--- src/rtl/dmem_pkg.sv ---
// Shared types for the data-memory arbiter: last-owner FSM state,
// request/response bundles, default depth and the address-fault check.
package dmem_pkg;

    localparam int unsigned DMEM_DEPTH_WORDS = 64;

    typedef enum logic {
        LAST_P0 = 1'b0,
        LAST_P1 = 1'b1
    } owner_e;

    typedef struct packed {
        logic        we;
        logic [31:0] addr;
        logic [31:0] wdata;
    } dmem_req_t;

    typedef struct packed {
        logic [31:0] rdata;
        logic        err;
    } dmem_resp_t;

    // Misaligned byte address or word index past the end of memory.
    function automatic logic addr_fault(
        input logic [31:0] addr,
        input int unsigned depth
    );
        return (addr[1:0] != 2'b00) || ({2'b00, addr[31:2]} >= depth);
    endfunction

endpackage

--- src/rtl/dmem_resp_reg.sv ---
// One-cycle response stage for one arbiter port.
// Ports: clk, reset (async, active high); i_valid/i_resp captured each
// cycle; o_rvalid/o_rdata/o_err present them one cycle later.
module dmem_resp_reg
    import dmem_pkg::*;
(
    input  logic        clk,
    input  logic        reset,
    input  logic        i_valid,
    input  dmem_resp_t  i_resp,
    output logic        o_rvalid,
    output logic [31:0] o_rdata,
    output logic        o_err
);

    logic       r_valid;
    dmem_resp_t r_resp;

    always_ff @(posedge clk or posedge reset) begin
        if (reset) begin
            r_valid <= 1'b0;
            r_resp  <= '0;
        end else begin
            r_valid <= i_valid;
            r_resp  <= i_valid ? i_resp : '0;
        end
    end

    assign o_rvalid = r_valid;
    assign o_rdata  = r_resp.rdata;
    assign o_err    = r_resp.err;

endmodule

--- src/rtl/dmem_arbiter.sv ---
// Two-port arbiter in front of a single-port data memory
// (port 0 = pipeline MEM stage, port 1 = loader/debug).
// Ports: clk, reset (async, active high); pN_req/we/addr/wdata in;
// pN_gnt, pN_rvalid/rdata/err out; mem_we/addr/wd out, mem_rd in.
// Build option: DMEM_ARB_RR_EN selects round-robin on conflict,
// otherwise port 0 has fixed priority.
module dmem_arbiter
    import dmem_pkg::*;
#(
    parameter int unsigned DEPTH_WORDS = DMEM_DEPTH_WORDS
) (
    input  logic        clk,
    input  logic        reset,
    input  logic        p0_req,
    input  logic        p0_we,
    input  logic [31:0] p0_addr,
    input  logic [31:0] p0_wdata,
    output logic        p0_gnt,
    output logic        p0_rvalid,
    output logic [31:0] p0_rdata,
    output logic        p0_err,
    input  logic        p1_req,
    input  logic        p1_we,
    input  logic [31:0] p1_addr,
    input  logic [31:0] p1_wdata,
    output logic        p1_gnt,
    output logic        p1_rvalid,
    output logic [31:0] p1_rdata,
    output logic        p1_err,
    output logic        mem_we,
    output logic [31:0] mem_addr,
    output logic [31:0] mem_wd,
    input  logic [31:0] mem_rd
);

    owner_e     r_state;
    owner_e     w_state_nxt;
    dmem_req_t  w_req0;
    dmem_req_t  w_req1;
    dmem_req_t  w_sel;
    dmem_resp_t w_resp;
    logic       w_fault0;
    logic       w_fault1;
    logic       w_sel_fault;
    logic       w_any;
    logic       w_gnt0;
    logic       w_gnt1;
    logic       w_p0_wins;

    assign w_req0   = '{we: p0_we, addr: p0_addr, wdata: p0_wdata};
    assign w_req1   = '{we: p1_we, addr: p1_addr, wdata: p1_wdata};
    assign w_fault0 = addr_fault(p0_addr, DEPTH_WORDS);
    assign w_fault1 = addr_fault(p1_addr, DEPTH_WORDS);

`ifdef DMEM_ARB_RR_EN
    // The port that did not own the last grant wins a conflict.
    assign w_p0_wins = (r_state == LAST_P1);
`else
    assign w_p0_wins = 1'b1;
`endif

    always_ff @(posedge clk or posedge reset) begin
        if (reset) begin
            r_state <= LAST_P1;
        end else begin
            r_state <= w_state_nxt;
        end
    end

    // Grants are suppressed while reset is high.
    always_comb begin
        w_gnt0      = 1'b0;
        w_gnt1      = 1'b0;
        w_state_nxt = r_state;
        if (!reset) begin
            if (p0_req && (!p1_req || w_p0_wins)) begin
                w_gnt0 = 1'b1;
            end else if (p1_req) begin
                w_gnt1 = 1'b1;
            end
        end
        if (w_gnt0) begin
            w_state_nxt = LAST_P0;
        end else if (w_gnt1) begin
            w_state_nxt = LAST_P1;
        end
    end

    always_comb begin
        w_sel       = '0;
        w_sel_fault = 1'b0;
        w_any       = 1'b0;
        unique case (1'b1)
            w_gnt0: begin
                w_sel       = w_req0;
                w_sel_fault = w_fault0;
                w_any       = 1'b1;
            end
            w_gnt1: begin
                w_sel       = w_req1;
                w_sel_fault = w_fault1;
                w_any       = 1'b1;
            end
            default: ;
        endcase
        mem_we       = w_any && w_sel.we && !w_sel_fault;
        mem_addr     = w_sel.addr;
        mem_wd       = w_sel.wdata;
        w_resp.err   = w_sel_fault;
        w_resp.rdata = (w_any && !w_sel.we && !w_sel_fault) ? mem_rd : '0;
    end

    assign p0_gnt = w_gnt0;
    assign p1_gnt = w_gnt1;

    dmem_resp_reg u_resp0 (
        .clk      (clk),
        .reset    (reset),
        .i_valid  (w_gnt0),
        .i_resp   (w_resp),
        .o_rvalid (p0_rvalid),
        .o_rdata  (p0_rdata),
        .o_err    (p0_err)
    );

    dmem_resp_reg u_resp1 (
        .clk      (clk),
        .reset    (reset),
        .i_valid  (w_gnt1),
        .i_resp   (w_resp),
        .o_rvalid (p1_rvalid),
        .o_rdata  (p1_rdata),
        .o_err    (p1_err)
    );

endmodule

--- config.mk ---
export PLATFORM = sky130hd
export DESIGN_NAME = dmem_arbiter
export DESIGN_NICKNAME = d
export VERILOG_FILES = /design/src/rtl/dmem_pkg.sv /design/src/rtl/dmem_resp_reg.sv /design/src/rtl/dmem_arbiter.sv
export SDC_FILE = /design/constraint.sdc
export NUM_CORES = 1
export LEC_CHECK = 0
export BUFFER_PORTS_ARGS = -buffer_cell sky130_fd_sc_hd__buf_2
export CAP_MARGIN = 20
export CORE_AREA = 2 2 118 120
export DETAILED_ROUTE_END_ITERATION = 12
export DIE_AREA = 0 0 120 122
export HOLD_SLACK_MARGIN = 0.03
export SLEW_MARGIN = 15
export SYNTH_ARGS = -nofsm -noshare
export SYNTH_HDL_FRONTEND = slang
export SYNTH_SLANG_ARGS = --single-unit
--- constraint.sdc ---
create_clock -name clk -period 18 [get_ports clk]
set_input_delay 5.4 -clock clk [delete_from_list [all_inputs] [get_ports clk]]
set_output_delay 5.4 -clock clk [all_outputs]
set_load 0.005 [all_outputs]
# Word-level counts from Yosys, hierarchy flattened
# Index checks and enable logic that the tools add are counted.
# word_totals
in_bits	166
ramBits	0
register_bits	68
latchBits	0
memories	0
mem_bits_ro	0
# classes
n_eq_ne	0
bitwise_logic	0
multipliers	0
reduce_logical	11
magnitude_cmp	2
shifts	0
n_addsub	0
n_mux	11
div_mod_pow	0
# op_table
cell	n
$pmux 65 s2	1
$mux 33	2
$ge 30x7->1 const B	2
$mux 32	1
$mux 1	6
$logic_and 1x1->1	4
$reduce_bool 2->1	2
$logic_not 1->1	2
$logic_or 1x1->1	2
$pmux 1 s2	1
$reduce_or 2->1	1

# Longest topological paths before layout
# logic_depth
word_depth	9
ltp_mapped	6

# Cells and area by module
# From an unflattened synthesis, not the netlist that was laid out.
# hier_totals
hier_cells	292
area_unflattened_um2	3612.2
# by_module_without_submodules
module	seq_area_each_um2	instances	cells_each	area_per_inst_um2
dmem_resp_reg	850.8	2	71	1117.3
dmem_arbiter	0.0	1	150	1377.6

# Worst setup path after synthesis
# OpenSTA, ideal clock, no wires.
# synth_path
path_kind	in2out
from	input reset
to	output mem_addr[12]
arrival_time_ns	7.980
path_stages	6
path_slack_ns	4.620
required_time_ns	12.600
path_cell_list	inv_1 -> nand2_1 -> inv_1 -> clkbuf_1 -> clkbuf_1 -> a22o_2
# synth_via
elab_chain_len	2
elab_cells_between_ends	3
cone_classes	mux: 3
# synth_rtl
item	line	text
start: declaration	dmem_arbiter.sv:13	input logic reset,
$mux 1	dmem_arbiter.sv:75	if (!reset) begin
$pmux 65 s2 (*)	dmem_arbiter.sv:93	unique case (1'b1)
end: declaration	dmem_arbiter.sv:31	output logic [31:0] mem_addr,
# Every way passes the cells marked *; elsewhere a longest branch is shown, timed or not.

# Worst setup path in the final report
# layout_path
from	input reset
to	output mem_wd[8]
# layout_via
elab_chain_len	2
elab_cells_between_ends	3
cone_classes	mux: 3
# layout_rtl
item	line	text
$mux 1	dmem_arbiter.sv:75	
$pmux 65 s2 (*)	dmem_arbiter.sv:93	
end: declaration	dmem_arbiter.sv:32	output logic [31:0] mem_wd,
# Marked as above.

==> reports/metrics.json <==
{
  "floorplanning": {
    "die_ar_um2": 14600,
    "die-height_um": 122,
    "io_pins": 301,
    "die_x_um": 120,
    "core_um2": 13500,
    "floorplan.initialDensity_pct": 22.4,
    "core.rowCount": 43
  },
  "hold_path": {
    "hp-start": "mem_rd[11]",
    "timing.hold.worst_path_depth": 2,
    "min_delay_worst_endpoint": "u_resp0.o_rdata[11]$_DFF_PP0_",
    "timing.hold.worst.class": "input port to register"
  },
  "worst_setup_path": {
    "required_ns": 12.60,
    "timing.critical_path.arrival_ns": 7.39,
    "cp_slowest_cell": "sky130_fd_sc_hd__buf_4",
    "cp_slowest_stage_delay_ns": 0.61,
    "crit_path_start_kind": "input port",
    "critical_path.n_buffers_inverters": 6,
    "setup.worst_path.class": "input port to output port",
    "critical-path-top-delay-family": "buffers and inverters",
    "worst_setup_path_end_kind": "output port",
    "worstPathCellList": "buf_2 > inv_2 > buf_4 > nand2_1 > inv_2 > buf_12 > a22o_1 > buf_2",
    "cp_max_fo": 69
  },
  "clock_network": {
    "post_cts_resized": 0,
    "htree_num_levels": 3,
    "cts_hold_repair.buffers": 0,
    "clkTransAtPathRegs_ns": 0.06,
    "library_cell_used_as_clock_root_buffer": "sky130_fd_sc_hd__clkbuf_16",
    "tritoncts": "done",
    "largest_buffer_count_on_any_clock_path": 2,
    "cts-buffers-inserted": 9,
    "cts_post_setup_buffers_inserted": 0,
    "cts_num_sinks": 68
  },
  "power_and_ir_drop": {
    "cell_area_power_density_nw_per_um2": 75.1,
    "total_leakage_power_nw": 2.98,
    "vdd_ir_drop_max_uv": 35.4,
    "totalPowerFinal_uw": 376
  },
  "place": {
    "placement.io_buffers": 300,
    "placed_area_um2": 4690,
    "routabilityCongestion": 0.911,
    "place_ws_ns": 4.65,
    "dp_cell_count": 712,
    "post-dp-hpwl_mm": 10.0
  },
  "grt": {
    "antenna_found_initial": 1,
    "grt_start_max_net_pins": 70,
    "gr_overflow_total": 0,
    "via_count_of_the_first_global_routing_pass": 3120,
    "global_route_wire_length_before_repair_mm": 17.2,
    "grt_util_all_layers_pct": 15.5
  },
  "sta": {
    "setup_ws_ns": 5.21,
    "report.final.hold_viol_count": 0,
    "finalCritPeriodShare_pct": 71.1,
    "finalCriticalPeriod_ns": 12.79,
    "whs_ns": 5.29,
    "transition_time_of_the_tightest_slew_check_pin_ns": 0.818,
    "grt_setup_unrepaired": "no",
    "setup_total_negative_slack_ns": 0,
    "drv_slew": 0,
    "timing.slew.headroom_pct": 45.4,
    "max_freq_mhz": 78.2,
    "number_of_setup_violations_in_the_final_report": 0
  },
  "cells_and_area": {
    "finish.utilization_pct": 37.1,
    "post_layout_nonfiller_instances": 730,
    "area.growth.synth_to_final_pct": 65.7,
    "design_area_um2": 5010,
    "nNetsFinal": 710,
    "post_route_cells_drive_above_1_share_pct": 60.5
  },
  "routing": {
    "drt_first_iter_violations": 143,
    "detailroute.via_count": 3277,
    "wl_mm": 12.1,
    "postRouteAntennaNets": 0,
    "avgRoutedWirePerCell_um": 16.6,
    "routed_via_density": 4.49,
    "drcViolationCount": 0,
    "drt_pre_antenna_iters": 4
  },
  "synthesis": {
    "syn_area_per_cell_um2": 12.2,
    "syn_nets": 414,
    "synth-async-reset-ratio_pct": 100,
    "synth-seq-cells": 68,
    "yosys-top-cells-count": "68 x sky130_fd_sc_hd__dfrtp_1, 64 x sky130_fd_sc_hd__and2_1, 63 x sky130_fd_sc_hd__a22o_1",
    "synth_area_leaders": "sky130_fd_sc_hd__dfrtp_1 56%, sky130_fd_sc_hd__a22o_1 18%, sky130_fd_sc_hd__and2_1 13%",
    "syn-instance-count": 248,
    "synthMostInstantiatedCell": "sky130_fd_sc_hd__dfrtp_1",
    "synth-edff-count": 0,
    "synth.lib_cells_used.distinct": 23,
    "post-synth-top-area-fraction_pct": 56.3,
    "ys_warn_count": 0,
    "synth_area_um2": 3020,
    "ys_seq_area_share_pct": 56.3,
    "synth_flop_cell": "sky130_fd_sc_hd__dfrtp_1",
    "synth.largest_area_cell": "sky130_fd_sc_hd__dfrtp_1"
  },
  "run_status": {
    "status": "finished, final reports clean"
  },
  "run": {
    "max_cap_viol_count": 0
  }
}
-- layout by cell type (no fill, tap or decap), types with 3 or more instances in the layout --
master                       synthesis  layout
sky130_fd_sc_hd__clkbuf_16           0       9
sky130_fd_sc_hd__nor2_1              3       3
sky130_fd_sc_hd__nor4_4              2       3
sky130_fd_sc_hd__a22o_1             63      63
sky130_fd_sc_hd__nor4_1             10      10
sky130_fd_sc_hd__buf_4               0       4
sky130_fd_sc_hd__buf_2               3     300
sky130_fd_sc_hd__and2_1             64      64
sky130_fd_sc_hd__clkinvlp_4          0       3
sky130_fd_sc_hd__dfrtp_1            68      68
-- report_power, final --
part	internal (mW)	switching (mW)	total [mW]	leakage, nW
Combinational	0.0266	0.0252	0.0518	1.90
Sequential	0.153	0.000129	0.153	0.947
Clock	0.107	0.0635	0.171	0.138
Total	0.287	0.0888	0.376	2.98
-- registers in the layout, summed over array words and instances, names as in the netlist --
| register | flops |
|---|---|
| u_resp0.o_err | 1 |
| u_resp0.o_rdata | 32 |
| u_resp0.o_rvalid | 1 |
| u_resp1.o_err | 1 |
| u_resp1.o_rdata | 32 |
| u_resp1.o_rvalid | 1 |
-- cell type report --
| cell class | count | area (um^2) |
|---|---|---|
| clock buffers | 9 | 225 |
| flip-flops and latches | 68 | 1700 |
| repair buffers | 305 | 1550 |
| diodes | 1 | 2.50 |
| inverters | 2 | 7.51 |
| clock inverters | 7 | 75.1 |
| well taps | 180 | 225 |
| fillers | 1377 | 8490 |
| multi-input cells | 158 | 1220 |
-- layer usage --
| layer | part of all wire (%) | global-route usage, % |
|---|---|---|
| met5 | 0 | 0 |
| met2 | 52 | 26.4 |
| met1 | 40 | 19.9 |
| met3 | 7.2 | 2.86 |
| met4 | 1.2 | 5.22 |
-- cells by family after synthesis --
family / share of synthesized area (%)
and+or+nand+nor: 20.7
DFF: 56.3
AOI/OAI and AO/OA: 19.4
buffers and inverters: 3.60
-- worst max-delay path by stage --
stage | start | endpoint | slack, ns | depth (start not counted)
final | reset | mem_wd[8] | 5.21 | 8
after detailed placement | reset | mem_we | 4.65 | 8
after global routing | reset | mem_wd[6] | 4.94 | 8
after global placement | reset | mem_we | 4.80 | 8
after CTS | reset | mem_we | 4.69 | 8
after floorplan | reset | mem_addr[12] | 4.62 | 6
(Power assumes the default switching activity.)
